**src/rtl/bus_arbiter.sv**
```systemverilog
// Round-robin arbiter multiplexing one of numMasters pipelined wishbone-style masters onto a shared bus.
// Optional ownership watchdog is compiled in when BUS_ARB_TIMEOUT_EN is defined.
`ifndef BUS_DATAWIDTH
`define BUS_DATAWIDTH 32
`endif

module bus_arbiter #(
  parameter int numMasters = 2,
  parameter int ADDR_W     = 32,
  parameter int DATA_W     = `BUS_DATAWIDTH,
  parameter int MAX_OUTST  = 15,
  parameter int TIMEOUT    = 255,
  localparam int SEL_W     = DATA_W / 8,
  localparam int OW        = $clog2(MAX_OUTST + 1),
  localparam int IW        = $clog2(numMasters)
) (
  input  logic                         clk,
  input  logic                         rst,
  input  logic [numMasters-1:0]        m_cyc,
  input  logic [numMasters-1:0]        m_stb,
  input  logic [numMasters-1:0]        m_we,
  input  logic [numMasters*ADDR_W-1:0] m_addr,
  input  logic [numMasters*SEL_W-1:0]  m_sel,
  input  logic [numMasters*DATA_W-1:0] m_data_m2s,
  output logic [DATA_W-1:0]            m_data_s2m,
  output logic [numMasters-1:0]        m_ack,
  output logic [numMasters-1:0]        m_err,
  output logic [numMasters-1:0]        m_stall,
  output logic                         s_cyc,
  output logic                         s_stb,
  output logic                         s_we,
  output logic [ADDR_W-1:0]            s_addr,
  output logic [SEL_W-1:0]             s_sel,
  output logic [DATA_W-1:0]            s_data_m2s,
  input  logic [DATA_W-1:0]            s_data_s2m,
  input  logic                         s_ack,
  input  logic                         s_err,
  input  logic                         s_stall,
  output logic [numMasters-1:0]        grant,
  output logic [OW-1:0]                outst
);

  if (numMasters < 2 || numMasters > 8 || MAX_OUTST < 1 || TIMEOUT < 1) begin : g_param_check
    $error("bus_arbiter: parameter out of range");
  end

  typedef enum logic [0:0] {IDLE = 1'b0, OWN = 1'b1} state_e;

  state_e                  state_q, state_d;
  logic [numMasters-1:0]   grant_q, grant_d;
  logic [IW-1:0]           last_q, last_d;
  logic [OW-1:0]           outst_q, outst_d;
  logic [IW-1:0]           next_s;
  logic                    next_vld_s;
  logic                    own_cyc_s, cap_s, resp_ok_s, acc_s, rsp_s;
  logic                    hold_s, wd_fire_s;

  function automatic logic [numMasters-1:0] onehot(input logic [IW-1:0] idx);
    logic [numMasters-1:0] v;
    v      = '0;
    v[idx] = 1'b1;
    return v;
  endfunction

  // last_q always names the current (or most recent) owner, so it doubles as the owner index
  assign own_cyc_s  = (state_q == OWN) & m_cyc[last_q];
  assign cap_s      = (outst_q == OW'(MAX_OUTST));
  assign resp_ok_s  = own_cyc_s & ~hold_s & (outst_q != '0);
  assign acc_s      = s_stb & ~s_stall;
  assign rsp_s      = (s_ack | s_err) & (outst_q != '0);
  assign grant      = grant_q;
  assign outst      = outst_q;
  assign m_data_s2m = s_data_s2m;

  // Round-robin search starting just after the last owner, wrapping, last owner checked last
  always_comb begin : rr_search
    logic [IW:0] sum;
    next_s     = last_q;
    next_vld_s = 1'b0;
    sum        = '0;
    for (int k = 1; k <= numMasters; k++) begin
      sum = {1'b0, last_q} + (IW+1)'(k);
      if (sum >= (IW+1)'(numMasters)) begin
        sum = sum - (IW+1)'(numMasters);
      end else begin
        sum = sum;
      end
      if (!next_vld_s && m_cyc[sum[IW-1:0]]) begin
        next_vld_s = 1'b1;
        next_s     = sum[IW-1:0];
      end else begin
        next_vld_s = next_vld_s;
      end
    end
  end

  // Forward the owner's request to the interconnect and route responses back to it only
  always_comb begin
    s_cyc      = 1'b0;
    s_stb      = 1'b0;
    s_we       = 1'b0;
    s_addr     = '0;
    s_sel      = '0;
    s_data_m2s = '0;
    m_ack      = '0;
    m_err      = '0;
    m_stall    = '1;
    if (state_q == OWN) begin
      s_cyc           = own_cyc_s & ~hold_s;
      s_stb           = own_cyc_s & m_stb[last_q] & ~cap_s & ~hold_s;
      s_we            = m_we[last_q];
      s_addr          = m_addr[int'(last_q)*ADDR_W +: ADDR_W];
      s_sel           = m_sel[int'(last_q)*SEL_W +: SEL_W];
      s_data_m2s      = m_data_m2s[int'(last_q)*DATA_W +: DATA_W];
      m_stall[last_q] = s_stall | cap_s | hold_s;
      m_ack[last_q]   = s_ack & resp_ok_s;
      m_err[last_q]   = (s_err & resp_ok_s) | wd_fire_s;
    end else begin
      m_stall = '1;
    end
  end

  // Ownership FSM and outstanding-transfer counter next state
  always_comb begin
    state_d = state_q;
    grant_d = grant_q;
    last_d  = last_q;
    outst_d = outst_q;
    case (state_q)
      IDLE: begin
        if (next_vld_s) begin
          state_d = OWN;
          grant_d = onehot(next_s);
          last_d  = next_s;
        end else begin
          grant_d = '0;
        end
      end
      OWN: begin
        if (!own_cyc_s) begin
          outst_d = '0;
          if (next_vld_s) begin
            grant_d = onehot(next_s);
            last_d  = next_s;
          end else begin
            state_d = IDLE;
            grant_d = '0;
          end
        end else if (wd_fire_s) begin
          outst_d = '0;
        end else if (acc_s && !rsp_s) begin
          outst_d = outst_q + OW'(1);
        end else if (!acc_s && rsp_s) begin
          outst_d = outst_q - OW'(1);
        end else begin
          outst_d = outst_q;
        end
      end
      default: begin
        state_d = IDLE;
        grant_d = '0;
        outst_d = '0;
      end
    endcase
  end

  // State registers with synchronous reset
  always_ff @(posedge clk) begin
    if (rst) begin
      state_q <= IDLE;
      grant_q <= '0;
      last_q  <= IW'(numMasters - 1);
      outst_q <= '0;
    end else begin
      state_q <= state_d;
      grant_q <= grant_d;
      last_q  <= last_d;
      outst_q <= outst_d;
    end
  end

`ifdef BUS_ARB_TIMEOUT_EN
  localparam int WW = $clog2(TIMEOUT + 1);
  logic [WW-1:0] wd_q, wd_d;
  logic          hold_q, hold_d;

  assign hold_s    = hold_q;
  assign wd_fire_s = own_cyc_s & ~hold_q & (outst_q != '0) & ~s_ack & ~s_err
                     & (wd_q == WW'(TIMEOUT - 1));

  // Watchdog: count silent cycles with transfers pending; after firing, keep the bus off until release
  always_comb begin
    wd_d   = wd_q;
    hold_d = hold_q;
    if (!own_cyc_s) begin
      wd_d   = '0;
      hold_d = 1'b0;
    end else if (wd_fire_s) begin
      wd_d   = '0;
      hold_d = 1'b1;
    end else if (s_ack || s_err || outst_q == '0) begin
      wd_d = '0;
    end else begin
      wd_d = wd_q + WW'(1);
    end
  end

  // Watchdog registers
  always_ff @(posedge clk) begin
    if (rst) begin
      wd_q   <= '0;
      hold_q <= 1'b0;
    end else begin
      wd_q   <= wd_d;
      hold_q <= hold_d;
    end
  end
`else
  assign hold_s    = 1'b0;
  assign wd_fire_s = 1'b0;
`endif

endmodule

```
**config.mk**
```make
export PLATFORM = sky130hd
export DESIGN_NAME = bus_arbiter
export DESIGN_NICKNAME = d
export VERILOG_FILES = /design/src/rtl/bus_arbiter.sv
export SDC_FILE = /design/constraint.sdc
export NUM_CORES = 1
export LEC_CHECK = 0
export ABC_AREA = 1
export BUFFER_PORTS_ARGS = -buffer_cell sky130_fd_sc_hd__clkbuf_2
export CAP_MARGIN = 10
export CORE_AREA = 2 2 113 115
export DETAILED_ROUTE_END_ITERATION = 10
export DIE_AREA = 0 0 115 117
export GPL_TIMING_DRIVEN = 0
export PLACE_DENSITY = 0.48
export SYNTH_ARGS = -nofsm -noshare
export SYNTH_HDL_FRONTEND = slang
export SYNTH_SLANG_ARGS = --single-unit
```
**constraint.sdc**
```tcl
create_clock -name clk -period 2.4 [get_ports clk]
set_input_delay 0.48 -clock clk [delete_from_list [all_inputs] [get_ports clk]]
set_output_delay 0.48 -clock clk [all_outputs]
set_load 0.03 [all_outputs]
```
### Word level (Yosys, flattened, before mapping)

Index checks and enable logic that the tools add are counted.

| word-level totals | value |
|---|---|
| flip-flop bits (word level) | 8 |
| output and inout bits | 115 |
| word-level logic and storage cells | 92 |

| operators by class | value |
|---|---|
| reduce and logical (&&, ||, !) cells | 10 |
| add/sub/neg operators | 6 |
| multiplexer cells | 41 |
| bitwise operators | 17 |
| shifts and indexed selects | 3 |
| eq/ne operators | 3 |
| $lt $le $gt $ge | 8 |

Operators by type and width:

| kind | number |
|---|---|
| 64-bit by 7-bit variable part select with 32-bit output | 2 |
| 32-bit two-way mux | 2 |
| 1-bit two-way mux | 25 |
| 4-bit two-way mux | 4 |
| 2-bit two-way mux | 5 |
| 1-bit AND | 8 |
| 1-bit by 2-bit < comparator with 1-bit output (second input constant) | 4 |
| 8-bit by 4-bit variable part select with 4-bit output | 1 |
| 1-bit logical AND | 5 |
| 4-bit by 1-bit adder with 4-bit output (second input constant) | 1 |
| 2-bit AND | 2 |
| 4-bit equality test (second input constant) | 1 |
| 2-bit greater-or-equal comparator (second input constant) | 2 |
| 1-bit case mux with 2 select lines | 2 |
| 2-bit case mux with 2 select lines | 1 |
| 4-bit nonzero test | 1 |
| 4-bit by 1-bit subtractor with 4-bit output (second input constant) | 1 |
| 1-bit zero test | 3 |
| 3-bit by 1-bit != test with 1-bit output (second input constant) | 1 |
| 1-bit NOT | 3 |
| 1-bit by 1-bit adder with 2-bit output (second input constant) | 1 |
| 1-bit by 2-bit adder with 2-bit output (second input constant) | 1 |
| 1-bit demux with 1-bit select | 2 |
| 1-bit greater-or-equal comparator (second input constant) | 2 |
| other kinds (6) | 8 |

### Depth between registers and ports, before layout

| logic depth | value |
|---|---|
| depth after elaboration | 16 |
| mapped depth | 15 |
| depth with buffers taken out | 14 |

### Worst setup path before layout

Ideal clock, no wire load.

| timing | value |
|---|---|
| path type | input to register |
| start point | in m_cyc[1] |
| end point | reg outst_q[3] (netlist: outst[3]) |
| data arrival time | 2.029 ns |
| cell stages on the path | 13 |
| setup slack | 0.301 ns |
| cell sequence | inv_1 > nand2_1 > nand3_4 > nor2_8 > nand3_4 > ha_1 > a21oi_1 > nand2_1 > xnor2_1 > nand2_1 > nand2_1 > nand2_1 > a21oi_1 |

| between the ends | value |
|---|---|
| word-level cells in the longest chain between the ends | 11 |
| elaborated cells on any way between the ends | 14 |
| those cells by class | eq/ne: 1; mux: 5; bitwise: 4; reduce/logical: 4 |

RTL lines:

| what | line | RTL |
|---|---|---|
| start: declaration | 19 | `input logic [numMasters-1:0] m_cyc,` |
| 1-bit two-way mux (not written as such) * (2 in series) | 66 | `assign own_cyc_s = (state_q == OWN) & m_cyc[last_q];` |
| 1-bit AND * | 66 |  |
| 1-bit AND * (2 in series) | 110 | `s_stb = own_cyc_s & m_stb[last_q] & ~cap_s & ~hold_s;` |
| 1-bit two-way mux * | 108 | `if (state_q == OWN) begin` |
| net s_stb | 30 | `output logic s_stb,` |
| 1-bit AND * | 69 | `assign acc_s = s_stb & ~s_stall;` |
| 1-bit zero test | 153 | `end else if (!acc_s && rsp_s) begin` |
| 1-bit logical AND | 153 |  |
| 3-bit by 1-bit != test with 1-bit output (no line) | - |  |
| 2-bit AND reduction (no line) | - |  |
| end signal: assignment | 178 | `outst_q <= outst_d;` |
| end: declaration | 52 | `logic [OW-1:0] outst_q, outst_d;` |

The timed path passes the listed nets; every way through them passes the cells marked *. The select of a mux whose other input is x is not followed.
A chain may end at the register's enable or synchronous reset.

### Worst setup path in the final report

| timing | value |
|---|---|
| start point | reg last_q |
| end point | out s_data_m2s[9] |

| between the ends | value |
|---|---|
| word-level cells in the longest chain between the ends | 2 |

RTL lines:

| what | line | RTL |
|---|---|---|
| start: declaration | 51 | `logic [IW-1:0] last_q, last_d;` |
| start signal: assignment | 172 | `last_q <= IW'(numMasters - 1);` |
| start signal: assignment | 177 | `last_q <= last_d;` |
| 64-bit by 7-bit variable part select with 32-bit output | 114 | `s_data_m2s = m_data_m2s[int'(last_q)*DATA_W +: DATA_W];` |
| 32-bit two-way mux | 108 |  |
| end: declaration | 34 | `output logic [DATA_W-1:0] s_data_m2s,` |

No other way between the ends.

==> summary.md <==
| Metric | Value |
|---|---|
| Largest net degree at the start of global routing | `11` |
| DP Area | `3020 sq um` |
| Synthesized Nets | `390` |
| VDD IR max | `239 uV` |
| Hold slack | `0.473 ns` |
| Post-route cell area | `3110 sq um` |
| Top cell type's share of synthesized area | `39.5%` |
| Async SR Flop Fraction | `0%` |
| Hpwl dp | `8430 um` |
| Final non-filler cell total | `623` |
| Share of layout cells above drive strength 1 | `67.2%` |
| Total die area | `13500 sq um` |
| Vias after detailed routing | `2578` |
| Fin Setup TNS | `0 ns` |
| CP required | `1.92 ns` |
| Clock Sinks | `8` |
| Clock Latency Late Sink | `0.23 ns` |
| Status | `finished clean` |
| Post-synthesis simple-gate area fraction | `16.1%` |
| Number of flops mapped to enable cells by yosys | `0` |
| Setup WS pre-CTS | `0.0925 ns` |
| Final Core Density | `25.3%` |
| Root buffer cell | `clkbuf_16` |
| Initial core utilization | `12.4%` |
| # hold bufs at CTS | `0` |
| Setup Crit Path Kind | `flop to primary output` |
| Row cnt | `41` |
| Cells after DPL | `619` |
| Setup Skew | `0.00171 ns` |
| Routed len/inst | `15.1 um` |
| Post-DRT Antenna Nets | `0` |
| IO Pins | `294` |
| Worst path arrival time | `1.80 ns` |
| Core footprint | `12300 sq um` |
| Initial drt markers | `50` |
| Mux cell area share after synthesis | `0%` |
| CTS tree | `built` |
| Post-synth top cells | `a22o_1 (69), buf_4 (32), nand2_1 (30)` |
| CP endpoint kind | `primary output` |
| Layout area overhead | `104%` |
| Count leader, synth | `a22o_1` |
| Compound-Gate Fraction of Synth Area | `44.6%` |
| # Post-CTS Setup Buffers | `0` |
| Mapped Area | `1530 sq um` |
| Largest family of logic cells by synthesized area | `compound AO/OA/AOI/OAI gates` |
| First-pass GRT wire length | `11600 um` |
| Seq/Total Area, Yosys | `10.5%` |
| Final Hold Fails | `0` |
| PortBufs | `261` |
| Headroom to the max-slew limit | `71.6%` |
| Nets | `656` |
| Synth area leaders | `a22o_1 (40%), buf_4 (16%), dfxtp_1 (10%)` |
| Max Root-Sink Buffers | `2` |
| Crit path launch type | `flop` |
| Dominant synthesized flop cell | `dfxtp_1` |
| H-tree depth | `1` |
| Fin crit period | `2.28 ns` |
| Die Ht | `117 um` |
| Critical path peak fanout | `10` |
| GRT overflow | `0` |
| Vias in the first global route | `2170` |
| Max-slew violations | `0` |
| Adder-Cell Fraction of Synth Area | `2.95%` |
| Pwr/cell area | `426 nW/um^2` |
| Clock-pin slew on the worst setup and hold paths | `0.04 ns` |
| Synth Area in XOR/XNOR | `1.72%` |
| Post-synth cell types | `24` |
| GPL Wtd Cong | `0.721` |
| FMAX | `439 MHz` |
| Remaining DRCs | `0` |
| Final WL | `9410 um` |
| Pwr Total | `1.32 mW` |
| RSZ-0062 raised after global routing | `no` |
| Tcrit/Tclk final | `95.0%` |
| Yosys top cell by area | `a22o_1` |
| Initial antenna violation count | `0` |
| Syn Inst Count | `208` |
| Slew @ Worst Pin | `0.426 ns` |
| Die W | `115 um` |
| CTS Buf Count | `3` |
| Hold Path Class | `flop to flop` |
| Leakage | `1.91 nW` |
| Average cell area after synthesis | `7.35 sq um` |
| Setup Viol. Count Final | `0` |
| DR pass1 iterations | `4` |
| Ys Warns | `0` |
| Vias per cell | `4.14` |
| Final WS setup | `0.121 ns` |
| Total GRT Usage | `11.5%` |
| Layout fillers | `1384` |
| Max capacitance violation total | `0` |
| #FFs+latches synth | `8` |
worst max-delay path, stage by stage (launching register included):
cell      delay [ns]
dfxtp_1         0.30
buf_6           0.14
inv_6           0.09
nand2_1         0.06
inv_2           0.19
clkbuf_1        0.37
a22o_1          0.21
clkbuf_2        0.20
power breakdown:
part           internal [mW]  switching (mW)
Sequential             0.142         0.00738
Clock                  0.215          0.0623
Combinational          0.330           0.568
Total                  0.686           0.638
registers in the layout (all words and copies together), names as in the netlist:
name     flops
state_q      1
grant        2
last_q       1
outst        4
cells in the final DEF, fill, tap and decap left out, drive strengths merged:
| cell | instances |
|---|---|
| a21oi | 9 |
| a22o | 69 |
| buf | 33 |
| clkbuf | 278 |
| dfxtp | 8 |
| diode | 1 |
| fa | 1 |
| ha | 2 |
| inv | 16 |
| nand2 | 32 |
| nand3 | 9 |
| nor2 | 8 |
| o211ai | 2 |
| o21ai | 2 |
| xnor2 | 2 |
| xor2 | 1 |
logic make-up after synthesis:
group / Yosys count
buffers and inverters: 63
flip-flops: 8
AO/OA/AOI/OAI: 82
adder cells (fa/ha/maj): 3
XOR/XNOR: 3
AND/OR/NAND/NOR: 49
repair_timing:
item | CTS | global route
endpoints found under the setup margin | 9 | 13
gates resized for setup | 4 | 10
cloned | 0 | 0
metal layers:
layer / part of all wire [%] / wire length [um] / global-route usage (%) / vias up
met4: 0.74 / 70 / 1.69 / 0
met2: 50 / 4680 / 20.5 / 162
met1: 40 / 3760 / 14.7 / 1152
li1: - / - / - / 1258
met3: 9.5 / 898 / 2.42 / 6
met5: 0 / 0 / 0 / -
final timing paths:
check,cells past startpoint,slack (ns),from,to
max,7,0.12,last_q,s_data_m2s[9]
min,2,0.47,grant[1],grant[1]
max reg2reg,14,0.31,last_q,outst[3]
min reg2reg,2,0.47,grant[1],grant[1]
area by class of cell:
class                   count  area, sq um  area share, %
diodes                      1         2.50         0.0804
flip-flops and latches      8          160           5.15
well taps                 150          188           6.03
repair buffers            261         1310           42.0
multi-input cells         137         1000           32.1
plain buffers              47          315           10.1
inverters                  16         65.1           2.09
clock buffers               3         75.1           2.41
No activity file was read; power rests on OpenSTA's default activity.
